### config.mk
export PLATFORM = sky130hd
export DESIGN_NAME = apb_master_bridge
export DESIGN_NICKNAME = d
export VERILOG_FILES = /design/src/rtl/apb_master_bridge.sv
export SDC_FILE = /design/constraint.sdc
export NUM_CORES = 1
export LEC_CHECK = 0
export CELL_PAD_IN_SITES_DETAIL_PLACEMENT = 1
export CELL_PAD_IN_SITES_GLOBAL_PLACEMENT = 1
export CORE_MARGIN = 2
export CORE_UTILIZATION = 32
export CTS_CLUSTER_DIAMETER = 200
export DETAILED_ROUTE_END_ITERATION = 8
export MAX_ROUTING_LAYER = met4
export PLACE_DENSITY = 0.86
export SYNTH_ARGS = -nofsm -noshare
export SYNTH_HDL_FRONTEND = slang
export SYNTH_SLANG_ARGS = --single-unit
### constraint.sdc
create_clock -name clk -period 2.05 [get_ports clk]
set_input_delay 0.41 -clock clk [delete_from_list [all_inputs] [get_ports clk]]
set_output_delay 0.41 -clock clk [all_outputs]
set_load 0.1 [all_outputs]
### src/rtl/apb_master_bridge.sv
// APB requester: turns one valid/ready command into a single APB SETUP/ACCESS transfer
// and returns the outcome on a valid/ready response channel.
module apb_master_bridge #(
  parameter int ADDR_W  = 32,
  parameter int DATA_W  = 32,
  parameter int TIMEOUT = 255
) (
  input  logic              clk,
  input  logic              rst,
  input  logic              cmd_valid,
  output logic              cmd_ready,
  input  logic              cmd_write,
  input  logic [ADDR_W-1:0] cmd_addr,
  input  logic [DATA_W-1:0] cmd_wdata,
  output logic              rsp_valid,
  input  logic              rsp_ready,
  output logic [DATA_W-1:0] rsp_rdata,
  output logic              rsp_err,
  output logic              rsp_timeout,
  output logic              busy,
  output logic              psel,
  output logic              penable,
  output logic              pwrite,
  output logic [ADDR_W-1:0] paddr,
  output logic [DATA_W-1:0] pwdata,
  input  logic [DATA_W-1:0] prdata,
  input  logic              pready,
  input  logic              pslverr
);

  // The counter only ever reaches TIMEOUT-1 before the abort fires.
  localparam int CNT_W = (TIMEOUT > 1) ? $clog2(TIMEOUT) : 1;

  typedef enum logic [1:0] {IDLE, SETUP, ACCESS, RESP} state_t;

  state_t            state, state_d;
  logic              psel_d, penable_d, pwrite_d;
  logic [ADDR_W-1:0] paddr_d;
  logic [DATA_W-1:0] pwdata_d, rsp_rdata_d;
  logic              rsp_valid_d, rsp_err_d, rsp_timeout_d;
  logic [CNT_W-1:0]  cnt, cnt_d;
  logic              misaligned, cnt_expired;

  assign cmd_ready   = (state == IDLE) && rst;
  assign busy        = (state != IDLE);
  assign misaligned  = (cmd_addr[1:0] != 2'b00);
  assign cnt_expired = (TIMEOUT != 0) && (cnt == CNT_W'(TIMEOUT - 1));

  always_comb begin
    state_d       = state;
    psel_d        = psel;
    penable_d     = penable;
    pwrite_d      = pwrite;
    paddr_d       = paddr;
    pwdata_d      = pwdata;
    rsp_valid_d   = rsp_valid;
    rsp_rdata_d   = rsp_rdata;
    rsp_err_d     = rsp_err;
    rsp_timeout_d = rsp_timeout;
    cnt_d         = cnt;

    case (state)
      IDLE: begin
        if (cmd_valid && cmd_ready) begin
          pwrite_d = cmd_write;
          paddr_d  = cmd_addr;
          pwdata_d = cmd_wdata;
          // Misaligned requests are answered locally without touching the bus.
          if (misaligned) begin
            state_d       = RESP;
            rsp_valid_d   = 1'b1;
            rsp_err_d     = 1'b1;
            rsp_timeout_d = 1'b0;
            rsp_rdata_d   = '0;
          end else begin
            state_d   = SETUP;
            psel_d    = 1'b1;
            penable_d = 1'b0;
          end
        end
      end

      SETUP: begin
        state_d   = ACCESS;
        penable_d = 1'b1;
        cnt_d     = '0;
      end

      ACCESS: begin
        if (pready) begin
          state_d       = RESP;
          psel_d        = 1'b0;
          penable_d     = 1'b0;
          rsp_valid_d   = 1'b1;
          rsp_err_d     = pslverr;
          rsp_timeout_d = 1'b0;
          rsp_rdata_d   = pwrite ? '0 : prdata;
        end else if (cnt_expired) begin
          state_d       = RESP;
          psel_d        = 1'b0;
          penable_d     = 1'b0;
          rsp_valid_d   = 1'b1;
          rsp_err_d     = 1'b1;
          rsp_timeout_d = 1'b1;
          rsp_rdata_d   = '0;
        end else if (TIMEOUT != 0) begin
          cnt_d = cnt + 1'b1;
        end
      end

      RESP: begin
        if (rsp_ready) begin
          state_d     = IDLE;
          rsp_valid_d = 1'b0;
        end
      end

      default: state_d = IDLE;
    endcase
  end

  // Asynchronous reset drops the bus immediately and discards any pending response.
  always_ff @(posedge clk or negedge rst) begin
    if (!rst) begin
      state       <= IDLE;
      psel        <= 1'b0;
      penable     <= 1'b0;
      pwrite      <= 1'b0;
      paddr       <= '0;
      pwdata      <= '0;
      rsp_valid   <= 1'b0;
      rsp_rdata   <= '0;
      rsp_err     <= 1'b0;
      rsp_timeout <= 1'b0;
      cnt         <= '0;
    end else begin
      state       <= state_d;
      psel        <= psel_d;
      penable     <= penable_d;
      pwrite      <= pwrite_d;
      paddr       <= paddr_d;
      pwdata      <= pwdata_d;
      rsp_valid   <= rsp_valid_d;
      rsp_rdata   <= rsp_rdata_d;
      rsp_err     <= rsp_err_d;
      rsp_timeout <= rsp_timeout_d;
      cnt         <= cnt_d;
    end
  end

endmodule

# Yosys cells after proc, flatten, opt, wreduce, memory -nomap -nowiden
# Index checks and enable logic that the tools add are counted.
# W data, S select, Z words.
[classes]
n_eq_ne = 11
add_sub_neg = 1
muxes = 35
reduce_logical = 16
[op_table]
columns = ["cell", "count"]
rows = [
  ["$mux W32", 5],
  ["$pmux W32 S2", 1],
  ["$mux W8", 2],
  ["$pmux W8 S2", 1],
  ["$mux W1", 15],
  ["$reduce_and A4 Y1", 3],
  ["$mux W2", 5],
  ["$ne A2 B2 Y1 const B", 5],
  ["$add A8 B1 Y8 const B", 1],
  ["$eq A8 B8 Y1 const B", 1],
  ["$pmux W2 S4", 1],
  ["$reduce_bool A2 Y1", 4],
  ["$pmux W1 S2", 3],
  ["$pmux W1 S3", 2],
  ["$reduce_and A3 Y1", 2],
  ["$reduce_bool A3 Y1", 2],
  ["$reduce_and A5 Y1", 1],
  ["$eq A2 B2 Y1 const B", 2],
  ["$ne A3 B3 Y1 const B", 1],
  ["$eq A2 B1 Y1 const B", 1],
  ["$logic_and A1 B1 Y1", 2],
  ["$logic_not A2 Y1", 1],
  ["$ne A2 B1 Y1 const B", 1],
  ["$reduce_and A2 Y1", 1],
]
[totals]
in_bits = 103
register_bits = 112
elab_cells = 74
output_inout_bits = 104

# Longest topological paths before layout
[depth]
ltp_word = 5
mapped_depth = 9
depth_no_buf = 6

# Worst setup path before layout
# OpenSTA, ideal clock, no wires.
[synth_path]
path_kind = "register to register"
start = "register state[0]"
end = "register penable"
path_slack_ps = -15
required_time_ps = 1925
synth_period_minus_slack_ps = 2065
path_buffers = 0
arrival_time_ps = 1940
path_stages_with_launch = 7
setup_ps = 125
cell_sequence = "dfrtp_1 inv_1 ha_1 inv_1 a31oi_1 nor3_1 mux2_2"
[synth_via]
elab_chain_len = 5
elab_cells_between_ends = 11
classes_between = "5 x eq/ne; 1 x mux; 5 x reduce/logical"
[synth_lines]
columns = ["item", "line_no", "rtl"]
rows = [
  ["start, declared", "36", "state_t state, state_d;"],
  ["start signal, assigned", "137", "state <= state_d;"],
  ["$logic_not A2 Y1", "44, 62", ""],
  ["$logic_and A1 B1 Y1", "44", "assign cmd_ready = (state == IDLE) && rst;"],
  ["$logic_and A1 B1 Y1", "64", "if (cmd_valid && cmd_ready) begin"],
  ["$ne A2 B1 Y1 (no line)", "-", ""],
  ["$reduce_and A4 Y1 (no line)", "-", ""],
  ["end signal, assigned", "139", "penable <= penable_d;"],
  ["end, declared", "22", "output logic penable,"],
]
# Several ways; a longest one is shown, not always the timed one.
# A chain may end at the register's enable or synchronous reset.

# Worst setup path after layout
[layout_path]
start = "register state[1]"
end = "output cmd_ready"
[layout_via]
elab_chain_len = 2
[layout_lines]
columns = ["item", "line_no", "rtl"]
rows = [
  ["$logic_not A2 Y1", "44", ""],
  ["$logic_and A1 B1 Y1", "44", ""],
  ["end, declared", "11", "output logic cmd_ready,"],
]
# Every way passes these cells.

==> run_results.csv <==
group,metric,value,unit
critical_path,end_kind,"output pin",
cts,cts_tree,"built",
layout,area_delta_synth_final,52.83,%
cts,root_buffer,"clkbuf_16",
grt,grt_pass1_wl,21250,µm
timing,period_share,94.15,%
floorplanning,std_cell_rows,44,
synth,synthArstFlopShare,100.0,%
synth,yosys_warnings,0,
timing,drv_slew,0,
timing,post-route-min-period,1.930,ns
critical_path,worstPathArrival,1.52,ns
floorplanning,io_pins,207,
critical_path,crit_start,"state[1]",
job,cap_violations,0,
timing,fin_skew,0.007411,ns
place,place_congestion,0.8061,
timing,setup_viol,0,
drt,wl,13330,µm
floorplanning,core_area,14530,µm²
drt,route.detailed.drc,0,
cts,clk_path_buf_depth,2,
critical_path,required,1.64,ns
synth,synth_area_per_cell,12.89,µm²
status,run_status,"finished, final reports clean",
drt,final_antenna_net_count,0,
synth,syn_nets,480,
grt,grt.total_usage,17.35,%
synth,ys_seq_area_share,58.93,%
synth,synth_edf_count,0,
critical_path,reg2reg_from,"cnt[1]",
timing,max_freq,518.1,MHz
synth,synth-seq-cells,112,
floorplanning,initial_utilization,32.72,%
layout,layout_common_cells,"dfrtp_1 (112), buf_4 (110), clkdlybuf4s50_1 (101), mux2_2 (66), nand2_1 (40)",
timing,rsz0062_at_grt,"false",
floorplanning,die_x,125.9,µm
drt,wl_per_cell,17.23,µm
floorplanning,fp.dieH,125.9,µm
synth,syn_inst,369,
grt,grt_max_degree,65,
critical_path,reg2reg_depth,7,
timing,worst_slack,0.1200,ns
place,io_buffers,206,
place,place_ws,-0.05653,ns
worst_hold_path,hp-class,"in -> async",
drt,num_vias,3610,
grt,first_global_vias,4061,
critical_path,path_max_fanout,6,
drt,avgViaCountPerCell,4.664,
cts,clk_pin_slew_worst_paths,0.08,ns
timing,worst_pin_slew,0.8454,ns
grt,grt-ovfl-total,0,
place,dp_hpwl,9954,µm
cts,clock_sinks,112,
critical_path,startpoint_type,"flop",
cts,clkLatencyLatePin,0.35,ns
critical_path,crit_chain,"inv_1 -> ha_4 -> and2_1 -> buf_12",
floorplanning,dieArea,15850,µm²
critical_path,cp_slowest_stage_delay,0.43,ns
grt,antenna_found_initial,0,
timing,max-slew-margin-rel,43.64,%
critical_path,slowest_stage,"dfrtp_1",
layout,layout_commonest_cell,"dfrtp_1",
drt,first_iter_violations,91,
layout,diodes,0,
drt,first_pass_iters,5,
cts,htree_levels,3,
synth,synth_area,4756,µm²
timing,hold_viol,0,
critical_path,critical_path_class,"reg -> out",
cts,cts_made_buffers,9,
layout,layout.nets,696,
synth,synth_cell_types,34,
layout,drive_above_1_share,35.76,%
synth,synth_ff_type,"dfrtp_1",
==> registers in the layout, summed over array words and instances, names as in the netlist <==
register     count
pwdata          32
paddr           32
state            2
pwrite           1
penable          1
rsp_timeout      1
rsp_valid        1
rsp_rdata       32
cnt              8
psel             1
rsp_err          1
==> worst max-delay path, delay by kind of cell (launching register included) <==
family / cells / cell delay (ns)
adder cells (fa/ha/maj): 1 / 0.22
AND/OR/NAND/NOR: 1 / 0.19
flip-flops: 1 / 0.43
buffers and inverters: 2 / 0.33
==> through the flow <==
step	instances	instance area [µm²]	hold WS (ns)	util [%]	TNS, ns
after detailed placement	755	6859	0.2461	47.19	-0.4006
after global placement	755	6859	0.2433	47.19	0
after global routing	774	7268	0.4509	50.01	0
final	774	7268	0.4484	50.01	0
after floorplan	369	4760	0.1144	-	0
after CTS	772	7214	0.4344	49.64	0
==> area by class of cell <==
class,instances,area [µm²]
clock buffer,9,225.2
clock inverter,7,107.6
fill,1545,7266
inverter,41,157.7
multi-input combinational,200,1722
sequential,112,2803
tap,184,230.2
timing repair buffer,221,2023
==> layer usage <==
| metal | up-vias | track usage (%) | wire length [µm] |
|---|---|---|---|
| li1 | 1650 | - | - |
| met1 | 1796 | 20.34 | 5495 |
| met2 | 146 | 29.54 | 6808 |
| met3 | 18 | 3.696 | 746 |
| met4 | 0 | 6.206 | 283 |
| met5 | - | - | 0 |
==> cell families after synthesis <==
group / after synthesis / share of synthesized area, %
multiplexers: 106 / 24.07
buffers and inverters: 57 / 5.683
AND/OR/NAND/NOR: 71 / 6.683
XOR/XNOR: 3 / 0.5526
flip-flops: 112 / 58.93
AO/OA/AOI/OAI: 12 / 1.974
adder cells (fa/ha/maj): 8 / 2.105
==> path summary, 6_finish.rpt <==
check	to	slack (ns)
worst min register to register	pwdata[4]	0.51
worst min-delay path	state[1]	0.45
max in group asynchronous	cnt[4]	0.56
worst max-delay path	cmd_ready	0.12
worst max register to register	rsp_rdata[31]	0.12
min in group clk	pwdata[4]	0.51
==> cells in the mapped netlist, types with 2 or more instances <==
cell      count  area share (%)
inv_1        41             3.2
mux2i_1      39             8.2
clkbuf_1      5            0.39
nand3_1       2            0.21
nor2_1       13             1.0
a21oi_1       2            0.21
o21ai_0       2            0.21
xnor2_1       3            0.55
nand2b_1      2            0.26
nor4_1        3            0.39
mux2_2       66              16
buf_2         6            0.63
o41ai_1       2            0.37
ha_1          8             2.1
buf_6         2            0.47
dfrtp_1     112              59
nand2_1      40             3.2
nor3_1        3            0.32
buf_8         3            0.95
==> timing repair <==
| item | in CTS | in global routing |
|---|---|---|
| endpoints found under the hold margin | 4 | 0 |
| buffers inserted | 0 | 1 |
| hold buffers | 1 | 0 |
| pin swaps | 0 | 1 |
| resized for setup | 2 | 4 |
| cloned | 0 | 1 |
| setup endpoints to repair | 2 | 35 |
Power is not shown: default switching activity piles up to over one toggle a cycle in this logic, so the estimate is an artifact.
